`src/rtl/pong_pkg.sv`:
```
// Shared types and default constants for the pong renderer.
// Coordinates are widened before comparison so objects clip instead of wrapping.
package pong_pkg;

    typedef logic [11:0] coord_t;
    typedef logic [11:0] color_t;
    typedef logic [13:0] wide_t;

    typedef struct packed {
        coord_t y;
        coord_t x;
    } pos_t;

    localparam int     DEF_PLAY_X0    = 145;
    localparam int     DEF_PLAY_X1    = 654;
    localparam int     DEF_PLAY_Y0    = 173;
    localparam int     DEF_PLAY_Y1    = 426;
    localparam color_t DEF_OBJ_COLOR  = 12'hFFF;
    localparam color_t DEF_PLAY_COLOR = 12'h000;

    function automatic wide_t widen(input coord_t c);
        return {2'b00, c};
    endfunction

endpackage

```
`src/rtl/pong_if.sv`:
```
// Pixel-scan and game-state bundle between video timing/game logic and the renderer.
interface pong_if #(
    parameter int NUM_PADDLES = 2
);
    logic [10:0]               CurrentX;
    logic [10:0]               CurrentY;
    logic                      VBlank;
    logic                      HBlank;
    logic [24*NUM_PADDLES-1:0] PPositions;
    logic [23:0]               BPosition;
    logic [11:0]               border;
    logic                      serve;
    logic [3:0]                RED;
    logic [3:0]                GREEN;
    logic [3:0]                BLUE;
    logic [7:0]                frame_cnt;

    modport master (
        output CurrentX, CurrentY, VBlank, HBlank, PPositions, BPosition, border, serve,
        input  RED, GREEN, BLUE, frame_cnt
    );

    modport slave (
        input  CurrentX, CurrentY, VBlank, HBlank, PPositions, BPosition, border, serve,
        output RED, GREEN, BLUE, frame_cnt
    );
endinterface

```
`src/rtl/pong_rect_hit.sv`:
```
// Combinational inclusive-rectangle hit test with a W x H box anchored at i_org.
module pong_rect_hit
    import pong_pkg::*;
#(
    parameter int W = 1,
    parameter int H = 1
) (
    input  coord_t i_x,
    input  coord_t i_y,
    input  pos_t   i_org,
    output logic   o_hit
);
    wide_t w_x_hi;
    wide_t w_y_hi;

    assign w_x_hi = widen(i_org.x) + wide_t'(W - 1);
    assign w_y_hi = widen(i_org.y) + wide_t'(H - 1);

    assign o_hit = (widen(i_x) >= widen(i_org.x)) && (widen(i_x) <= w_x_hi) &&
                   (widen(i_y) >= widen(i_org.y)) && (widen(i_y) <= w_y_hi);
endmodule

```
`src/rtl/pong_renderer.sv`:
```
// Two-stage pong pixel renderer: hit flags, then colour. Positions are shadowed per frame.
// Define PONG_BLINK_EN to blink the ball while serving.
module pong_renderer
    import pong_pkg::*;
#(
    parameter int     NUM_PADDLES = 2,
    parameter int     PADDLE_W    = 1,
    parameter int     PADDLE_H    = 28,
    parameter int     BALL_R      = 2,
    parameter int     PLAY_X0     = DEF_PLAY_X0,
    parameter int     PLAY_X1     = DEF_PLAY_X1,
    parameter int     PLAY_Y0     = DEF_PLAY_Y0,
    parameter int     PLAY_Y1     = DEF_PLAY_Y1,
    parameter color_t OBJ_COLOR   = DEF_OBJ_COLOR,
    parameter color_t PLAY_COLOR  = DEF_PLAY_COLOR,
    parameter int     BLINK_LOG2  = 4
) (
    input logic  CLK_100MHz,
    input logic  RESET,
    pong_if.slave bus
);
    localparam pos_t PLAY_ORG = {coord_t'(PLAY_Y0), coord_t'(PLAY_X0)};

    logic                         r_vblank_prev;
    logic [7:0]                   r_frame_cnt;
    pos_t [NUM_PADDLES-1:0]       r_pad_sh;
    pos_t                         r_ball_sh;
    logic                         r_pad_any, r_ball, r_play, r_blank;
    color_t                       r_border, r_color;

    logic                         w_vblank_rise;
    coord_t                       w_x, w_y;
    logic [NUM_PADDLES-1:0]       w_pad_hit;
    logic                         w_play_hit, w_ball_hit, w_ball_vis;
    logic signed [13:0]           w_dy;
    wide_t                        w_d, w_bx_lo, w_bx_hi;

    assign w_x           = {1'b0, bus.CurrentX};
    assign w_y           = {1'b0, bus.CurrentY};
    assign w_vblank_rise = bus.VBlank & ~r_vblank_prev;

    for (genvar g = 0; g < NUM_PADDLES; g++) begin : g_pad
        pong_rect_hit #(.W(PADDLE_W), .H(PADDLE_H)) u_pad_hit (
            .i_x(w_x), .i_y(w_y), .i_org(r_pad_sh[g]), .o_hit(w_pad_hit[g])
        );
    end

    pong_rect_hit #(.W(PLAY_X1 - PLAY_X0 + 1), .H(PLAY_Y1 - PLAY_Y0 + 1)) u_play_hit (
        .i_x(w_x), .i_y(w_y), .i_org(PLAY_ORG), .o_hit(w_play_hit)
    );

    // Diamond: row offset d narrows the span symmetrically from both ends.
    assign w_dy       = $signed(widen(w_y)) - $signed(widen(r_ball_sh.y));
    assign w_d        = w_dy[13] ? wide_t'(-w_dy) : wide_t'(w_dy);
    assign w_bx_lo    = widen(r_ball_sh.x) + w_d;
    assign w_bx_hi    = widen(r_ball_sh.x) + wide_t'(2 * BALL_R + 1) - w_d;
    assign w_ball_hit = (w_d <= wide_t'(BALL_R)) &&
                        (widen(w_x) >= w_bx_lo) && (widen(w_x) <= w_bx_hi);

`ifdef PONG_BLINK_EN
    assign w_ball_vis = ~bus.serve | ~r_frame_cnt[BLINK_LOG2-1];
`else
    // serve has no effect in this build
    assign w_ball_vis = 1'b1 | bus.serve;
`endif

    always_ff @(posedge CLK_100MHz) begin
        if (RESET) begin
            r_vblank_prev <= 1'b0;
            r_frame_cnt   <= 8'd0;
            r_pad_sh      <= '0;
            r_ball_sh     <= '0;
        end else begin
            r_vblank_prev <= bus.VBlank;
            if (w_vblank_rise) begin
                r_frame_cnt <= r_frame_cnt + 8'd1;
                r_pad_sh    <= bus.PPositions;
                r_ball_sh   <= bus.BPosition;
            end
        end
    end

    always_ff @(posedge CLK_100MHz) begin
        if (RESET) begin
            r_pad_any <= 1'b0;
            r_ball    <= 1'b0;
            r_play    <= 1'b0;
            r_blank   <= 1'b0;
            r_border  <= '0;
            r_color   <= '0;
        end else begin
            r_pad_any <= |w_pad_hit;
            r_ball    <= w_ball_hit & w_ball_vis;
            r_play    <= w_play_hit;
            r_blank   <= bus.VBlank | bus.HBlank;
            r_border  <= bus.border;
            if (r_blank)        r_color <= '0;
            else if (r_pad_any) r_color <= OBJ_COLOR;
            else if (r_ball)    r_color <= OBJ_COLOR;
            else if (r_play)    r_color <= PLAY_COLOR;
            else                r_color <= r_border;
        end
    end

    assign bus.RED       = r_color[11:8];
    assign bus.GREEN     = r_color[7:4];
    assign bus.BLUE      = r_color[3:0];
    assign bus.frame_cnt = r_frame_cnt;
endmodule

```
`src/flat_wrapper.sv`:
```
// flat-port wrapper written by rule: the top's interface ports become plain ports
module pong_renderer_flat import pong_pkg::*;
#(
    parameter int     NUM_PADDLES = 2,
    parameter int     PADDLE_W    = 1,
    parameter int     PADDLE_H    = 28,
    parameter int     BALL_R      = 2,
    parameter int     PLAY_X0     = DEF_PLAY_X0,
    parameter int     PLAY_X1     = DEF_PLAY_X1,
    parameter int     PLAY_Y0     = DEF_PLAY_Y0,
    parameter int     PLAY_Y1     = DEF_PLAY_Y1,
    parameter color_t OBJ_COLOR   = DEF_OBJ_COLOR,
    parameter color_t PLAY_COLOR  = DEF_PLAY_COLOR,
    parameter int     BLINK_LOG2  = 4
)
  (CLK_100MHz, RESET, bus_CurrentX, bus_CurrentY, bus_VBlank, bus_HBlank, bus_PPositions, bus_BPosition, bus_border, bus_serve, bus_RED, bus_GREEN, bus_BLUE, bus_frame_cnt);
  pong_if #(.NUM_PADDLES(NUM_PADDLES)) bus_i ();
  input logic CLK_100MHz;
  input logic RESET;
  input wire logic [$bits(bus_i.CurrentX)-1:0] bus_CurrentX;
  input wire logic [$bits(bus_i.CurrentY)-1:0] bus_CurrentY;
  input wire logic [$bits(bus_i.VBlank)-1:0] bus_VBlank;
  input wire logic [$bits(bus_i.HBlank)-1:0] bus_HBlank;
  input wire logic [$bits(bus_i.PPositions)-1:0] bus_PPositions;
  input wire logic [$bits(bus_i.BPosition)-1:0] bus_BPosition;
  input wire logic [$bits(bus_i.border)-1:0] bus_border;
  input wire logic [$bits(bus_i.serve)-1:0] bus_serve;
  output wire logic [$bits(bus_i.RED)-1:0] bus_RED;
  output wire logic [$bits(bus_i.GREEN)-1:0] bus_GREEN;
  output wire logic [$bits(bus_i.BLUE)-1:0] bus_BLUE;
  output wire logic [$bits(bus_i.frame_cnt)-1:0] bus_frame_cnt;
  assign bus_i.CurrentX = bus_CurrentX;
  assign bus_i.CurrentY = bus_CurrentY;
  assign bus_i.VBlank = bus_VBlank;
  assign bus_i.HBlank = bus_HBlank;
  assign bus_i.PPositions = bus_PPositions;
  assign bus_i.BPosition = bus_BPosition;
  assign bus_i.border = bus_border;
  assign bus_i.serve = bus_serve;
  assign bus_RED = bus_i.RED;
  assign bus_GREEN = bus_i.GREEN;
  assign bus_BLUE = bus_i.BLUE;
  assign bus_frame_cnt = bus_i.frame_cnt;
  pong_renderer #(.NUM_PADDLES(NUM_PADDLES), .PADDLE_W(PADDLE_W), .PADDLE_H(PADDLE_H), .BALL_R(BALL_R), .PLAY_X0(PLAY_X0), .PLAY_X1(PLAY_X1), .PLAY_Y0(PLAY_Y0), .PLAY_Y1(PLAY_Y1), .OBJ_COLOR(OBJ_COLOR), .PLAY_COLOR(PLAY_COLOR), .BLINK_LOG2(BLINK_LOG2)) u_core (.CLK_100MHz(CLK_100MHz), .RESET(RESET), .bus(bus_i));
endmodule
```
`config.mk`:
```
export PLATFORM = sky130hd
export DESIGN_NAME = pong_renderer_flat
export DESIGN_NICKNAME = d
export VERILOG_FILES = /design/src/rtl/pong_pkg.sv /design/src/rtl/pong_if.sv /design/src/rtl/pong_rect_hit.sv /design/src/rtl/pong_renderer.sv /design/src/flat_wrapper.sv
export SDC_FILE = /design/constraint.sdc
export NUM_CORES = 1
export LEC_CHECK = 0
export CAP_MARGIN = 20
export CORE_MARGIN = 4
export CORE_UTILIZATION = 50
export DETAILED_ROUTE_END_ITERATION = 6
export MAX_ROUTING_LAYER = met4
export PLACE_DENSITY_LB_ADDON = 0.2
export SYNTH_ARGS = -nofsm -noshare
export SYNTH_HDL_FRONTEND = slang
export SYNTH_SLANG_ARGS = --single-unit
export TNS_END_PERCENT = 50
```
`constraint.sdc`:
```
create_clock -name CLK_100MHz -period 5.9 [get_ports CLK_100MHz]
set_clock_uncertainty 0.2 [all_clocks]
set_input_delay 0.59 -clock CLK_100MHz [delete_from_list [all_inputs] [get_ports CLK_100MHz]]
set_output_delay 0.59 -clock CLK_100MHz [all_outputs]
set_load 0.05 [all_outputs]
```
==> results_dict.tcl <==
set metrics [dict create \
    status "finished, final reports clean" \
    clkSinkCount 109 \
    via_count 7656 \
    ios 131 \
    dp_hpwl_mm 17.2 \
    relSlewSlack 0.445 \
    critPathKind "input port to flip-flop" \
    post_drt_wl_per_cell_um 15.7 \
    netlist_instances 1010 \
    synth_top_family_by_area "simple AND/OR/NAND/NOR gates" \
    first_global_vias 7419 \
    async_reset_ff_frac 0 \
    worst_pin_slew_ns 0.830 \
    worstPathMaxFanout 7 \
    post_cts_buffers 0 \
    first_iter_violations 380 \
    switchingPower_uw 922 \
    area_delta_synth_final_pct 29.9 \
    seq_area_frac_synth 0.274 \
    crit_path_frequent_cell "ha_1" \
    clk_latency_ns 0.36 \
    via_per_inst 5.43 \
    fp.dieW_um 134 \
    place_congestion 0.913 \
    drt_wl_total_mm 22.1 \
    cts_buffer_depth 2 \
    worstHoldStart "u_core.r_border[10]$_SDFF_PP0_" \
    postCtsResizedCells 0 \
    yosys.area_share.adder 0.175 \
    r2r_cells 26 \
    htreeDepth 3 \
    clock.fmax_mhz 177 \
    synth-compound-area-share 0.194 \
    synth_seq_cells 109 \
    grt_pass1_wl_mm 35.5 \
    synthSimpleGateAreaFrac 0.213 \
    max_stage_delay_ns 0.49 \
    fin_util 0.671 \
    rrSetupSlack_ns 0.51 \
    synth_cell_types 68 \
    holdPathEnd "u_core.r_color[10]$_SDFF_PP0_" \
    core_mm2 0.0154 \
    cellPowerDensity_mw_per_mm2 247 \
    setup_viol 0 \
    rows 45 \
    critPathRequiredTime_ns 5.97 \
    r2r-start "u_core.r_ball_sh[18]$_SDFFE_PP0P_" \
    synth_xor_area_frac 0.0944 \
    start_util 0.517 \
    drc 0 \
    fin_crit_sh 0.959 \
    diodes 0 \
    vdd_drop_max_uv 183 \
    cts-buffers-inserted 9 \
    maxCapViolations 0 \
    cts-hold-fix-buffers 0 \
    cts_root_buffer "clkbuf_16" \
    synth_area_mm2 0.00798 \
    synth_flop_cell "dfxtp_1" \
    cp-start-kind "input port" \
    path_clk_slew_ns 0.08 \
    fin_nets 1415 \
    rsz0062_at_grt "false" \
    grt_max_degree 74 \
    port_buffers 129 \
    worstPathArrival_ns 5.73 \
    final_antenna_net_count 0 \
    muxShareOfSynthArea 0.00392 \
    dr.pass1.iters 5 \
    min_path_cells 2 \
    syn-num-nets 1231 \
    dp.cells 1394 \
    stdcell_count 1410 \
    nFillCells 1371 \
    grt_use_total 0.248 \
    fp.dieArea_mm2 0.0180 \
    layout-drive-gt1-share 0.111 \
    regToRegEndpoint "u_core.r_ball$_SDFF_PP0_" \
    die_h_um 134 \
    hold_viol 0 \
    period_needed_ns 5.66 \
    leakagePower_uw 0.00431 \
    hold_class "flip-flop to flip-flop" \
    antenna_found_initial 0 \
    synth.yosys.warnings 0 \
    synth-edff-count 0 \
    p_clk_frac 0.238 \
    grt_overflow_total 0 \
    switching_share 0.361 \
    finalMaxSlewViolations 0 \
    p_int_uw 1630 \
    end_kind "flip-flop" \
    comb_power_share 0.448 \
    worst_path_max_delay_cell "clkdlybuf4s50_1" \
    syn_area_per_cell_um2 7.90 \
    p_seq_frac 0.314 \
    cts_tree "done" \
]
registers in the layout (all words and copies together) (netlist names):
signal / count
u_core.r_play: 1
u_core.bus.frame_cnt: 8
u_core.r_vblank_prev: 1
u_core.r_color: 12
u_core.r_ball_sh: 24
u_core.r_border: 12
u_core.r_pad_sh: 48
u_core.r_blank: 1
u_core.r_ball: 1
u_core.r_pad_any: 1
critical path, delay by kind of cell:
| kind | cells | cell delay, ns |
|---|---|---|
| AO/OA/AOI/OAI | 14 | 2.39 |
| AND/OR/NAND/NOR | 6 | 1.00 |
| adder cells (fa/ha/maj) | 3 | 0.84 |
| buffers and inverters | 3 | 0.71 |
| XOR/XNOR | 1 | 0.20 |
final cells by class:
type,instances,area (um2),share of cell area
multi-input cells,811,5520,0.533
flip-flops and latches,109,2180,0.211
repair buffers,207,1880,0.182
well taps,211,264,0.0255
clock buffers,10,229,0.0221
inverters,56,210,0.0203
clock inverters,6,67.6,0.00652
how the worst max path moves through the flow:
| stage | start | end | slack [ns] |
|---|---|---|---|
| detailed placement | bus_CurrentY[6] | u_core.r_ball$_SDFF_PP0_ | -0.28 |
| global route | bus_CurrentY[8] | u_core.r_ball$_SDFF_PP0_ | 0.02 |
| global placement | bus_CurrentY[6] | u_core.r_ball$_SDFF_PP0_ | -0.25 |
| floorplan | bus_CurrentY[5] | u_core.r_ball$_SDFF_PP0_ | 0.36 |
| CTS | bus_CurrentY[6] | u_core.r_ball$_SDFF_PP0_ | 0.005 |
| finish | bus_CurrentY[8] | u_core.r_ball$_SDFF_PP0_ | 0.24 |
cell usage in the layout, fill, tap and decap left out, types with 16 or more instances in the layout:
cell	synthesis	final
a21o_1	20	20
nor2_1	48	48
inv_1	55	55
nand4_1	24	24
clkdlybuf4s50_1	0	125
o21ai_0	37	36
a21oi_1	129	127
nand2b_1	23	22
dfxtp_1	109	109
nor2b_1	26	24
ha_1	107	107
nor3_1	23	23
buf_4	0	79
xor2_1	29	27
o21a_1	16	16
nand2_1	170	170
xnor2_1	52	51
per-layer routing:
| metal | GRT usage | vias to the layer above | wire length [um] |
|---|---|---|---|
| li1 | - | 3889 | - |
| met1 | 0.322 | 3522 | 10200 |
| met2 | 0.403 | 217 | 10100 |
| met4 | 0.0633 | 0 | 494 |
| met3 | 0.0428 | 28 | 1300 |
| met5 | - | - | 0 |
metrics by stage:
| step | hold slack, ns | TNS, ns | setup slack, ns | instance area [um2] | total power [uW] |
|---|---|---|---|---|---|
| final | 0.253 | 0 | 0.239 | 10400 | 2560 |
| after global routing | 0.274 | 0 | 0.0215 | 10400 | 2740 |
| after detailed placement | 0.245 | -0.278 | -0.278 | 9970 | 1930 |
| after CTS | 0.254 | 0 | 0.00461 | 10300 | 2550 |
| after global placement | 0.238 | -0.254 | -0.254 | 9970 | 1900 |
| after floorplan | 0.231 | 0 | 0.355 | 7980 | 1530 |
cells in the mapped netlist, types with 10 or more instances:
cell,count,area share
nand2_1,170,0.080
nor3_1,23,0.014
nand2b_1,23,0.018
nand3_1,10,0.0063
ha_1,107,0.17
a21o_1,20,0.019
nand4_1,24,0.019
a21oi_1,129,0.081
nor2b_1,26,0.020
o21ai_0,37,0.023
or3_1,10,0.0078
nor2_1,48,0.023
xnor2_1,52,0.057
xor2_1,29,0.032
inv_1,55,0.026
o21a_1,16,0.015
clkbuf_1,23,0.011
dfxtp_1,109,0.27
power groups by stage:
stage,Combinational [uW],Sequential [uW],Clock (uW)
after global placement,1080,818,0
after floorplan,701,825,0
after global routing,1280,807,647
after detailed placement,1110,819,0
final,1140,802,609
after CTS,1120,802,624
kinds of logic after synthesis:
kind of cell             count (synthesis)
AND/OR/NAND/NOR                        360
AO/OA/AOI/OAI                          255
adder cells (fa/ha/maj)                110
flip-flops                             109
buffers and inverters                   90
XOR/XNOR                                83
multiplexers                             3
Power figures use the tool's default switching activity.
